[config.mk]
export PLATFORM = sky130hd
export DESIGN_NAME = id_ex_pipeline_reg
export DESIGN_NICKNAME = d
export VERILOG_FILES = /design/src/rtl/pipeline_pkg.sv /design/src/rtl/pipe_field_reg.sv /design/src/rtl/id_ex_pipeline_reg.sv
export SDC_FILE = /design/constraint.sdc
export NUM_CORES = 1
export LEC_CHECK = 0
export CAP_MARGIN = 10
export CORE_MARGIN = 3
export CORE_UTILIZATION = 35
export CTS_CLUSTER_SIZE = 16
export DETAILED_ROUTE_END_ITERATION = 6
export GPL_ROUTABILITY_DRIVEN = 0
export PLACE_DENSITY = 0.82
export SLEW_MARGIN = 30
export SYNTH_ARGS = -nofsm -noshare
export SYNTH_HDL_FRONTEND = slang
export SYNTH_HIERARCHICAL = 1
export SYNTH_SLANG_ARGS = --single-unit
[constraint.sdc]
create_clock -name clk -period 1.3 [get_ports clk]
set_clock_uncertainty 0.2 [all_clocks]
set_input_delay 0.325 -clock clk [delete_from_list [all_inputs] [get_ports clk]]
set_output_delay 0.325 -clock clk [all_outputs]
set_load 0.05 [all_outputs]
[src/rtl/pipeline_pkg.sv]
// rtl/pipeline_pkg.sv - shared widths, ALU op codes and control bundle for the ID/EX register
//
// Purpose : defaults and types shared by the Decode-to-Execute pipeline register.
// Contents: DEF_DATA_WIDTH / DEF_REG_ADDR_WIDTH / DEF_ALU_CTRL_WIDTH defaults,
//           ALU op constants (WGHT_CODE = 3'b101), ctrl_flags_t packed control bundle.
package pipeline_pkg;

    localparam int DEF_DATA_WIDTH     = 32;
    localparam int DEF_REG_ADDR_WIDTH = 5;
    localparam int DEF_ALU_CTRL_WIDTH = 3;

    // ALU operation encodings seen on ALUControl.
    localparam logic [2:0] ALU_AND   = 3'b000;
    localparam logic [2:0] ALU_OR    = 3'b001;
    localparam logic [2:0] ALU_ADD   = 3'b010;
    localparam logic [2:0] ALU_SUB   = 3'b110;
    localparam logic [2:0] ALU_SLT   = 3'b111;
    localparam logic [2:0] WGHT_CODE = 3'b101;

    // Single-bit control flags carried from Decode to Execute.
    typedef struct packed {
        logic valid;
        logic reg_write;
        logic mem_to_reg;
        logic mem_write;
        logic alu_src;
        logic reg_dst;
    } ctrl_flags_t;

endpackage

[src/rtl/pipe_field_reg.sv]
// rtl/pipe_field_reg.sv - parameterised pipeline field register with reset/flush/stall
//
// Purpose : one bundle of pipeline state; priority per edge is reset > flush > stall > load.
// Ports   : clk, reset (sync, active-high), flush (load zeros), stall (hold),
//           d [WIDTH-1:0] next value, q [WIDTH-1:0] registered value.
module pipe_field_reg #(
    parameter int WIDTH = 8
) (
    input  logic             clk,
    input  logic             reset,
    input  logic             flush,
    input  logic             stall,
    input  logic [WIDTH-1:0] d,
    output logic [WIDTH-1:0] q
);

    always_ff @(posedge clk) begin
        if (reset) begin
            q <= '0;
        end else if (flush) begin
            q <= '0;
        end else if (!stall) begin
            q <= d;
        end
    end

endmodule

[src/rtl/id_ex_pipeline_reg.sv]
// rtl/id_ex_pipeline_reg.sv - Decode-to-Execute pipeline register of the 5-stage MIPS core
//
// Purpose : registers decoded control, three register-file reads, immediate, PC+4 and
//           register specifiers; FlushE inserts a bubble, StallE holds contents.
// Ports   : clk, reset (sync, active-high), FlushE, StallE, ValidD,
//           RegWriteD/MemtoRegD/MemWriteD/ALUSrcD/RegDstD, ALUControlD,
//           RD1D/RD2D/RD3D/SignImmD/PCPlus4D, RsD/RtD/RdD  ->  matching *E outputs.
// Option  : PIPE_PERF_CNT_EN adds BubbleCount and IssueCount (32-bit, wrapping).
module id_ex_pipeline_reg
    import pipeline_pkg::*;
#(
    parameter int DATA_WIDTH     = DEF_DATA_WIDTH,
    parameter int REG_ADDR_WIDTH = DEF_REG_ADDR_WIDTH,
    parameter int ALU_CTRL_WIDTH = DEF_ALU_CTRL_WIDTH
) (
    input  logic                      clk,
    input  logic                      reset,
    input  logic                      FlushE,
    input  logic                      StallE,
    input  logic                      ValidD,
    input  logic                      RegWriteD,
    input  logic                      MemtoRegD,
    input  logic                      MemWriteD,
    input  logic                      ALUSrcD,
    input  logic                      RegDstD,
    input  logic [ALU_CTRL_WIDTH-1:0] ALUControlD,
    input  logic [DATA_WIDTH-1:0]     RD1D,
    input  logic [DATA_WIDTH-1:0]     RD2D,
    input  logic [DATA_WIDTH-1:0]     RD3D,
    input  logic [DATA_WIDTH-1:0]     SignImmD,
    input  logic [DATA_WIDTH-1:0]     PCPlus4D,
    input  logic [REG_ADDR_WIDTH-1:0] RsD,
    input  logic [REG_ADDR_WIDTH-1:0] RtD,
    input  logic [REG_ADDR_WIDTH-1:0] RdD,
    output logic                      ValidE,
    output logic                      RegWriteE,
    output logic                      MemtoRegE,
    output logic                      MemWriteE,
    output logic                      ALUSrcE,
    output logic                      RegDstE,
    output logic [ALU_CTRL_WIDTH-1:0] ALUControlE,
    output logic [DATA_WIDTH-1:0]     RD1E,
    output logic [DATA_WIDTH-1:0]     RD2E,
    output logic [DATA_WIDTH-1:0]     RD3E,
    output logic [DATA_WIDTH-1:0]     SignImmE,
    output logic [DATA_WIDTH-1:0]     PCPlus4E,
    output logic [REG_ADDR_WIDTH-1:0] RsE,
    output logic [REG_ADDR_WIDTH-1:0] RtE,
    output logic [REG_ADDR_WIDTH-1:0] RdE
`ifdef PIPE_PERF_CNT_EN
    ,
    output logic [31:0]               BubbleCount,
    output logic [31:0]               IssueCount
`endif
);

    localparam int FLAGS_W = $bits(ctrl_flags_t);
    localparam int CTRL_W  = FLAGS_W + ALU_CTRL_WIDTH;
    localparam int DATA_W  = 5 * DATA_WIDTH;
    localparam int SPEC_W  = 3 * REG_ADDR_WIDTH;

    ctrl_flags_t       flags_d;
    ctrl_flags_t       flags_q;
    logic [CTRL_W-1:0] ctrl_d;
    logic [CTRL_W-1:0] ctrl_q;
    logic [DATA_W-1:0] data_d;
    logic [DATA_W-1:0] data_q;
    logic [SPEC_W-1:0] spec_d;
    logic [SPEC_W-1:0] spec_q;

    // An empty decode slot must never write state, so its control bits are
    // squashed here; data, specifiers and ALUControl still pass through.
    always_comb begin
        flags_d            = '0;
        flags_d.valid      = ValidD;
        flags_d.reg_write  = ValidD & RegWriteD;
        flags_d.mem_to_reg = ValidD & MemtoRegD;
        flags_d.mem_write  = ValidD & MemWriteD;
        flags_d.alu_src    = ValidD & ALUSrcD;
        flags_d.reg_dst    = ValidD & RegDstD;
    end

    assign ctrl_d = {flags_d, ALUControlD};
    // RD3 is captured for every op; Execute only consumes it for WGHT_CODE.
    assign data_d = {RD1D, RD2D, RD3D, SignImmD, PCPlus4D};
    assign spec_d = {RsD, RtD, RdD};

    pipe_field_reg #(.WIDTH(CTRL_W)) u_ctrl_reg (
        .clk   (clk),
        .reset (reset),
        .flush (FlushE),
        .stall (StallE),
        .d     (ctrl_d),
        .q     (ctrl_q)
    );

    pipe_field_reg #(.WIDTH(DATA_W)) u_data_reg (
        .clk   (clk),
        .reset (reset),
        .flush (FlushE),
        .stall (StallE),
        .d     (data_d),
        .q     (data_q)
    );

    // Specifiers clear on flush so the hazard unit's nonzero guard never
    // forwards from a bubble.
    pipe_field_reg #(.WIDTH(SPEC_W)) u_spec_reg (
        .clk   (clk),
        .reset (reset),
        .flush (FlushE),
        .stall (StallE),
        .d     (spec_d),
        .q     (spec_q)
    );

    assign {flags_q, ALUControlE} = ctrl_q;
    assign ValidE    = flags_q.valid;
    assign RegWriteE = flags_q.reg_write;
    assign MemtoRegE = flags_q.mem_to_reg;
    assign MemWriteE = flags_q.mem_write;
    assign ALUSrcE   = flags_q.alu_src;
    assign RegDstE   = flags_q.reg_dst;

    assign {RD1E, RD2E, RD3E, SignImmE, PCPlus4E} = data_q;
    assign {RsE, RtE, RdE}                         = spec_q;

`ifdef PIPE_PERF_CNT_EN
    // Counters follow the same reset > flush > stall > load priority as the register.
    always_ff @(posedge clk) begin
        if (reset) begin
            BubbleCount <= '0;
            IssueCount  <= '0;
        end else if (FlushE) begin
            BubbleCount <= BubbleCount + 32'd1;
        end else if (!StallE && ValidD) begin
            IssueCount  <= IssueCount + 32'd1;
        end
    end
`endif

endmodule

; ---- Word level (Yosys, flattened, before mapping)
; Index checks and enable logic that the tools add are counted.
[totals]
ff_bits = 184
inputBits = 188
out_inout_bits = 184
[classes]
bitwise = 5
n_reduce_logical = 1
[op_table]
columns = operator, n
row1 = 1-bit bitwise AND, 5
row2 = 2-bit OR reduction, 1

; ---- Logic depth before layout (Yosys ltp)
; Gate-level depths: netlist of the first run.
[logic_depth]
depth_word = 1
depth_mapped = 5
mapped_depth_nobuf = 3

; ---- Modules after synthesis
; The synthesis of the first run kept the hierarchy.
[modules_own_cells]
columns = mod, n_inst, cells_per_inst, area_each_um2, seq_area_each_um2
row1 = pipe_field_reg at u_data_reg, 1, 517, 5690.5, 3203.1
row2 = pipe_field_reg at u_spec_reg, 1, 50, 558.0, 300.3
row3 = pipe_field_reg at u_ctrl_reg, 1, 30, 329.1, 180.2
row4 = id_ex_pipeline_reg, 1, 5, 31.3, 0.0

; ---- Worst setup path after synthesis of the first run
; No wires, ideal clock.
[synth_path]
kind = in2reg
start = in StallE
end = reg u_data_reg.q[100]
stages = 5
path_slack_ns = -0.012
setup_time_ns = 0.116
path_buffers = 3
arrival_time_ns = 0.996
cell_sequence = buf_2 -> buf_6 -> buf_4 -> mux2i_1 -> nor2_1
[synth_rtl]
columns = element, line_no
row1 = start: declaration, id_ex_pipeline_reg.sv:19  ; input logic StallE,
row2 = end signal: assignment, pipe_field_reg.sv:19  ; q <= '0;
row3 = end signal: assignment, pipe_field_reg.sv:21  ; q <= '0;
row4 = end signal: assignment, pipe_field_reg.sv:23  ; q <= d;
row5 = end: declaration, pipe_field_reg.sv:14  ; output logic [WIDTH-1:0] q

; ---- Worst setup path in the final report of the first run
[layout_path]
start = reg u_data_reg.q[89]
end = out RD3E[25]
[layout_rtl]
columns = element, line_no
row1 = end: declaration, id_ex_pipeline_reg.sv:44  ; output logic [DATA_WIDTH-1:0] RD3E,
; No word-level cell between the ends.

==> summary.md, run 1 <==
| Metric | Value |
|---|---|
| Status | `finished with violations` |
| Violations in the final reports | `setup timing` |
| Die Span Y | `roughly 140 um` |
| Setup WS pre-CTS | `-0.456 ns` |
| CP Launch Type | `flop` |
| TritonCTS clock tree | `yes` |
| Fraction of layout cells with a size suffix above 1 | `roughly 44%` |
| Sequential-to-total area share from yosys stat | `55.7%` |
| Vias in the first global route | `6328` |
| Initial antenna violation count | `0` |
| Initial Util | `approximately 36%` |
| Total grt overflow | `0` |
| Arr. time, crit path | `0.93 ns` |
| Worst VDD drop | `818 uV` |
| Syn Inst Count | `roughly 600` |
| Total Routing Usage GR | `between 20% and 30%` |
| Pwr Density | `a little over 1000 nW/um^2` |
| Syn. warnings | `6` |
| Routed Antenna Nets | `0` |
| Final setup vio count | `between 150 and 200` |
| Core outline area | `between 15000 and 20000 sq um` |
| RSZ-0062 raised after global routing | `yes` |
| Mean Syn Cell Area | `approximately 11 sq um` |
| Largest net degree at the start of global routing | `~50` |
| WP buf/inv | `1` |
| Die area | `a little over 20000 sq um` |
| Fill count | `1091` |
| Min Hold Slack | `0.117 ns` |
| Final hold vios | `0` |
| Final Critical Period | `1.46 ns` |
| MaxCap Viol Count | `0` |
| Final WL | `23.6 mm` |
| Leakage power total | `around 5.7 nW` |
| Nets@finish | `~1200` |
| Clock Sinks | `~180` |
| Critical path class | `reg2out` |
| N_diodes | `0` |
| Clock transition at path regs | `0.07 ns` |
| Relative max-transition margin | `roughly 80%` |
| Fmax | `between 600 and 700 MHz` |
| Largest delay share family, worst path | `flip-flops` |
| Pin slew with the least headroom to its limit | `0.286 ns` |
| DRC viols | `0` |
| Critical Path Max Stage Delay | `between 0.3 and 0.4 ns` |
| Mapped Area | `approximately 6600 sq um` |
| DR vias/cell | `4.75` |
| Sequential cell area | `about 3900 sq um` |
| CTS H-tree lvls | `4` |
| CTS Buf Count | `17` |
| Max FO, Critical Path | `2` |
| CP required | `0.77 ns` |
| Core Rows | `49` |
| Setup WS post-layout | `-0.156 ns` |
| Pre-antenna DRT Iters | `7` |
| Port bufs | `371` |
| Area grow syn2layout | `102%` |
| Routed WL per cell | `19.1 um` |
| Netlist cell types | `11` |
| HPWL Detailed | `17.6 mm` |
| Die W | `about 140 um` |
| Clock Path Buffers | `2` |
| Fin. max-slew vios | `0` |
| First-pass GRT wire length | `between 30 and 40 mm` |
| PnR Total Power | `13.7 mW` |
| Min-Delay Path Class | `in2reg` |
| Violation count after the first detailed-routing iteration | `168` |
| Slowest stage cell, crit path | `dfxtp_2` |
| CP cell instances | `buf_12` |
| Syn_nets | `slightly below 800` |
| Final period util | `112%` |
| Via count | `around 5900` |
| IO Pins | `roughly 370` |
| Multi-input logic area | `2610 sq um` |
| Endpoint type of the worst setup path | `output port` |
| CTS root buf | `clkbuf_16` |
| Clock latency on the worst-skew pair | `about 0.42 ns` |
| Yosys reg bits | `184` |
[state kept, by name, summed over array words and instances (netlist names)]
name / count
u_ctrl_reg/q: 9
u_data_reg/q: 160
u_spec_reg/q: 15
[logic make-up (layout without fill, tap and decap cells)]
family                 Yosys count  after routing  share of synthesized area, %
and+or+nand+nor                192            193                          11.2
DFF                            184            184                          55.7
muxes                          184            184                          27.9
buffers and inverters           42            444                          5.19
[worst min-delay path, stage by stage]
cell and delay [ns]:
buf_8 0.16, mux2i_1 0.14, nor2_1 0.07
[where the power goes]
part	internal [mW]	switching (mW)
Sequential	5.84	0.199
Combinational	1.55	1.27
Clock	2.53	2.36
Total	9.92	3.83
[layout make-up]
cell class	count	area share, %
timing repair buffer	412	44.8
tap	229	2.14
multi-input combinational	377	19.5
clock buffer	20	3.27
sequential	184	29.5
clock inverter	12	0.833
[through the flow]
stage	cells	setup TNS, ns	utilization [%]	instance area, sq um
2_1_floorplan	602	-1.17	-	6610
3_3_place_gp	1185	-67.98	67.8	12400
3_5_place_dp	1185	-74.97	67.8	12400
4_1_cts	1225	-30.04	72.4	13200
5_1_grt	1234	-32.36	73.1	13400
6_report	1234	-25.20	73.1	13400
[layout by cell type, fill, tap and decap left out, drive strengths merged]
cell type and n:
and2 5, buf 225, clkbuf 21, clkdlybuf4s50 184, clkinv 2, clkinvlp 3
dfxtp 184, dlymetal6s2s 2, inv 7, mux2i 184, nor2 184, or2 4
[repair_timing]
action | in CTS | in global routing
setup buffers | 8 | 6
gates cloned | 0 | 3
hold buffers | 0 | 0
resized for setup | 186 | 18
setup endpoints to repair | 185 | 296
pin swaps | 1 | 2
[cells in the mapped netlist (all sizes together)]
cell,count,area [sq um]
dfxtp,184,3680
mux2i,184,1840
nor2,184,691
buf,36,320
clkbuf,6,22.5
and2,5,31.3
or2,3,18.8
[final timing paths]
kind              slack, ns                end               from  cells past startpoint
hold reg to reg        0.32  u_data_reg/q[103]  u_data_reg/q[103]                      2
hold / removal         0.12   u_data_reg/q[38]             StallE                      3
setup / recovery      -0.16           RD3E[25]   u_data_reg/q[89]                      1
setup reg to reg       0.27   u_data_reg/q[63]   u_data_reg/q[63]                      3
[metal layers]
metal | routed length (um) | up-vias | GRT usage, %
li1 | - | 2767 | -
met1 | 8330 | 2790 | 22.0
met2 | 12600 | 263 | 40.5
met3 | 2130 | 36 | 8.59
met4 | 582 | 0 | 7.53
met5 | 0 | - | 0
(Power assumes the default switching activity.)
==> inputs of run 2 (changes only) <==
CORE_MARGIN = 5   (was 3)
==> run 2 against run 1 <==
Final area rose by 0.61%. Global-route usage shrank 1.6 points. Highest routed layer is now met5. Clock-buffer cell count is the same. Utilization fell by 1.0 points. Maximum frequency shrank 0.62%. The run still ends with setup timing left. Sequential cell count is the same. Cell count grew 0.24%. Register-to-register slack got worse by 0.18 ns. Critical path type unchanged. Hold slack better by 0.0055 ns. First-iteration DRC count is 15% higher. Worst setup slack got worse by 0.0091 ns. Sequential power hardly changed.
==> summary.md, run 2 (synthesized netlist as in run 1, its figures left out) <==
| Metric | Value |
|---|---|
| Status | `finished with violations (unchanged)` |
| Violations in the final reports | `setup timing (unchanged)` |
| Largest net degree at the start of global routing | `60 (was 49)` |
| Critical Path Max Stage Delay | `0.38 ns (was 0.37 ns)` |
| Fmax | `683 MHz (was 687 MHz)` |
| Setup WS post-layout | `-0.165 ns (was -0.156 ns)` |
| Routed Antenna Nets | `0 (unchanged)` |
| Clock transition at path regs | `0.07 ns (about the same)` |
| WP buf/inv | `1 (unchanged)` |
| Vias in the first global route | `6086 (was 6328)` |
| Pwr Density | `1050 nW/um^2 (was 1030 nW/um^2)` |
| Clock Sinks | `184 (unchanged)` |
| CTS H-tree lvls | `4 (unchanged)` |
| Die Span Y | `147 um (was 143 um)` |
| CTS Buf Count | `17 (unchanged)` |
| Most common cell after layout, fill and taps aside | `buf_12 (unchanged)` |
| Total grt overflow | `0 (unchanged)` |
| Placed instance count | `1188 (was 1185)` |
| Critical path class | `reg2out (unchanged)` |
| Fraction of layout cells with a size suffix above 1 | `44.4% (was 44.2%)` |
| Slowest stage cell, crit path | `dfxtp_4 (was dfxtp_2)` |
| Clock Path Buffers | `2 (unchanged)` |
| Port bufs | `371 (unchanged)` |
| Final WL | `24.0 mm (was 23.6 mm)` |
| Initial Util | `35.4% (was 36.2%)` |
| TritonCTS clock tree | `yes (unchanged)` |
| Violation count after the first detailed-routing iteration | `193 (was 168)` |
| GR Layer Usage met1 | `20.9% (was 22.0%)` |
| IO Pins | `372 (unchanged)` |
| Routed WL per cell | `19.4 um (was 19.1 um)` |
| Top Registers | `u_data_reg/q x160, u_spec_reg/q x15, u_ctrl_reg/q x9 (unchanged)` |
| CTS root buf | `clkbuf_16 (unchanged)` |
| Initial antenna violation count | `1 (was 0)` |
| Leakage power total | `5.75 nW (was 5.71 nW)` |
| Commonest cells after routing, fill and taps aside | `188 x buf_12, 184 x clkdlybuf4s50_1, 184 x mux2i_1 (was 191 x buf_12, 184 x clkdlybuf4s50_1, 184 x mux2i_1)` |
| Endpoint type of the worst setup path | `output port (unchanged)` |
| Pin slew with the least headroom to its limit | `0.247 ns (was 0.286 ns)` |
| DR vias/cell | `4.69 (was 4.75)` |
| Die W | `147 um (was 143 um)` |
| HPWL Detailed | `17.3 mm (was 17.6 mm)` |
| Largest register by flop count | `u_data_reg/q (unchanged)` |
| RSZ-0062 raised after global routing | `yes (unchanged)` |
| Final setup vio count | `184 (unchanged)` |
| Final Critical Period | `1.47 ns (was 1.46 ns)` |
| Setup WS pre-CTS | `-0.457 ns (was -0.456 ns)` |
| Nets@finish | `1178 (was 1180)` |
| DRC viols | `0 (unchanged)` |
| Arr. time, crit path | `0.94 ns (was 0.93 ns)` |
| Setup_tns | `-25.62 ns (was -25.20 ns)` |
| MaxCap Viol Count | `0 (unchanged)` |
| Met3 Use GR | `9.32% (was 8.59%)` |
| Max FO, Critical Path | `2 (unchanged)` |
| Final hold vios | `0 (unchanged)` |
| Met2 Use GR | `35.8% (was 40.5%)` |
| Min-Delay Path Class | `in2reg (unchanged)` |
| Die area | `21700 sq um (was 20600 sq um)` |
| CP required | `0.77 ns (about the same)` |
| Core Rows | `50 (was 49)` |
| Area grow syn2layout | `103% (was 102%)` |
| Worst VDD drop | `878 uV (was 818 uV)` |
| Fill count | `1169 (was 1091)` |
| Final period util | `113% (was 112%)` |
| Pre-antenna DRT Iters | `6 (was 7)` |
| CP cell instances | `buf_12 (unchanged)` |
| Total Routing Usage GR | `20.1% (was 21.8%)` |
| First-pass GRT wire length | `34.2 mm (was 34.7 mm)` |
| CP Launch Type | `flop (unchanged)` |
| Clock latency on the worst-skew pair | `0.43 ns (was 0.42 ns)` |
| Fin cells | `1237 (was 1234)` |
| Max reg flops | `160 (unchanged)` |
| Largest delay share family, worst path | `flip-flops (unchanged)` |
| Relative max-transition margin | `83.1% (was 80.4%)` |
| GR peak layer | `met2 (unchanged)` |
| N_diodes | `0 (unchanged)` |
| Core outline area | `18600 sq um (was 18300 sq um)` |
| Via count | `5798 (was 5856)` |
| Fin. max-slew vios | `0 (unchanged)` |
| Min Hold Slack | `0.122 ns (was 0.117 ns)` |
-- run 2: cell types whose count changed in the layout (fill, tap and decap cells not counted), moves of 2 or more --
cell / previous run / this run
clkinvlp_4: 3 / 1
buf_4: 31 / 28
buf_12: 191 / 188
bufinv_16: 0 / 2
nor2_1: 181 / 178
clkinv_2: 0 / 2
buf_16: 0 / 2
clkbuf_16: 18 / 21
inv_8: 4 / 1
nor2_2: 2 / 6
-- run 2: path summary, 6_finish.rpt --
check	start	cells past startpoint	endpoint	slack, ns
min	StallE	3	u_data_reg/q[21]	0.12
min reg2reg	u_spec_reg/q[5]	2	u_spec_reg/q[5]	0.32
max	u_data_reg/q[30]	1	PCPlus4E[30]	-0.17
max reg2reg	u_data_reg/q[93]	4	u_data_reg/q[93]	0.09
-- run 2: stage by stage --
step	instance area, sq um	util, %	power [mW]
2_1_floorplan	6610	-	7.33
6_report	13400	72.1	14.1
3_5_place_dp	12400	66.3	8.90
3_3_place_gp	12400	66.3	8.85
5_1_grt	13400	72.1	14.6
4_1_cts	13200	71.0	14.1
-- run 2: what timing repair did --
| action | CTS | global route |
|---|---|---|
| cloned | 0 | 5 |
| hold buffers | 0 | 0 |
| setup buffers | 7 | 5 |
| pin swaps | 0 | 2 |
| gates resized for setup | 188 | 19 |
| setup endpoints to repair | 187 | 224 |
-- run 2: power by group --
| part | switching, mW | internal, mW | total, mW |
|---|---|---|---|
| Clock | 2.31 | 2.87 | 5.18 |
| Combinational | 1.29 | 1.57 | 2.86 |
| Sequential | 0.196 | 5.84 | 6.04 |
-- run 2: area by class of cell --
cell class                 count  area (sq um)  area share [%]
timing repair buffer         410          6020            44.8
clock inverter                12           141            1.05
sequential                   184          3940            29.3
tap                          234           293            2.18
multi-input combinational    377          2610            19.4
clock buffer                  20           437            3.25
-- run 2: per-layer routing --
metal  part of all wire [%]  up-vias
li1                       -     2773
met1                     36     2705
met2                     51      273
met3                    9.8       45
met4                    2.9        2
met5                  0.054        -
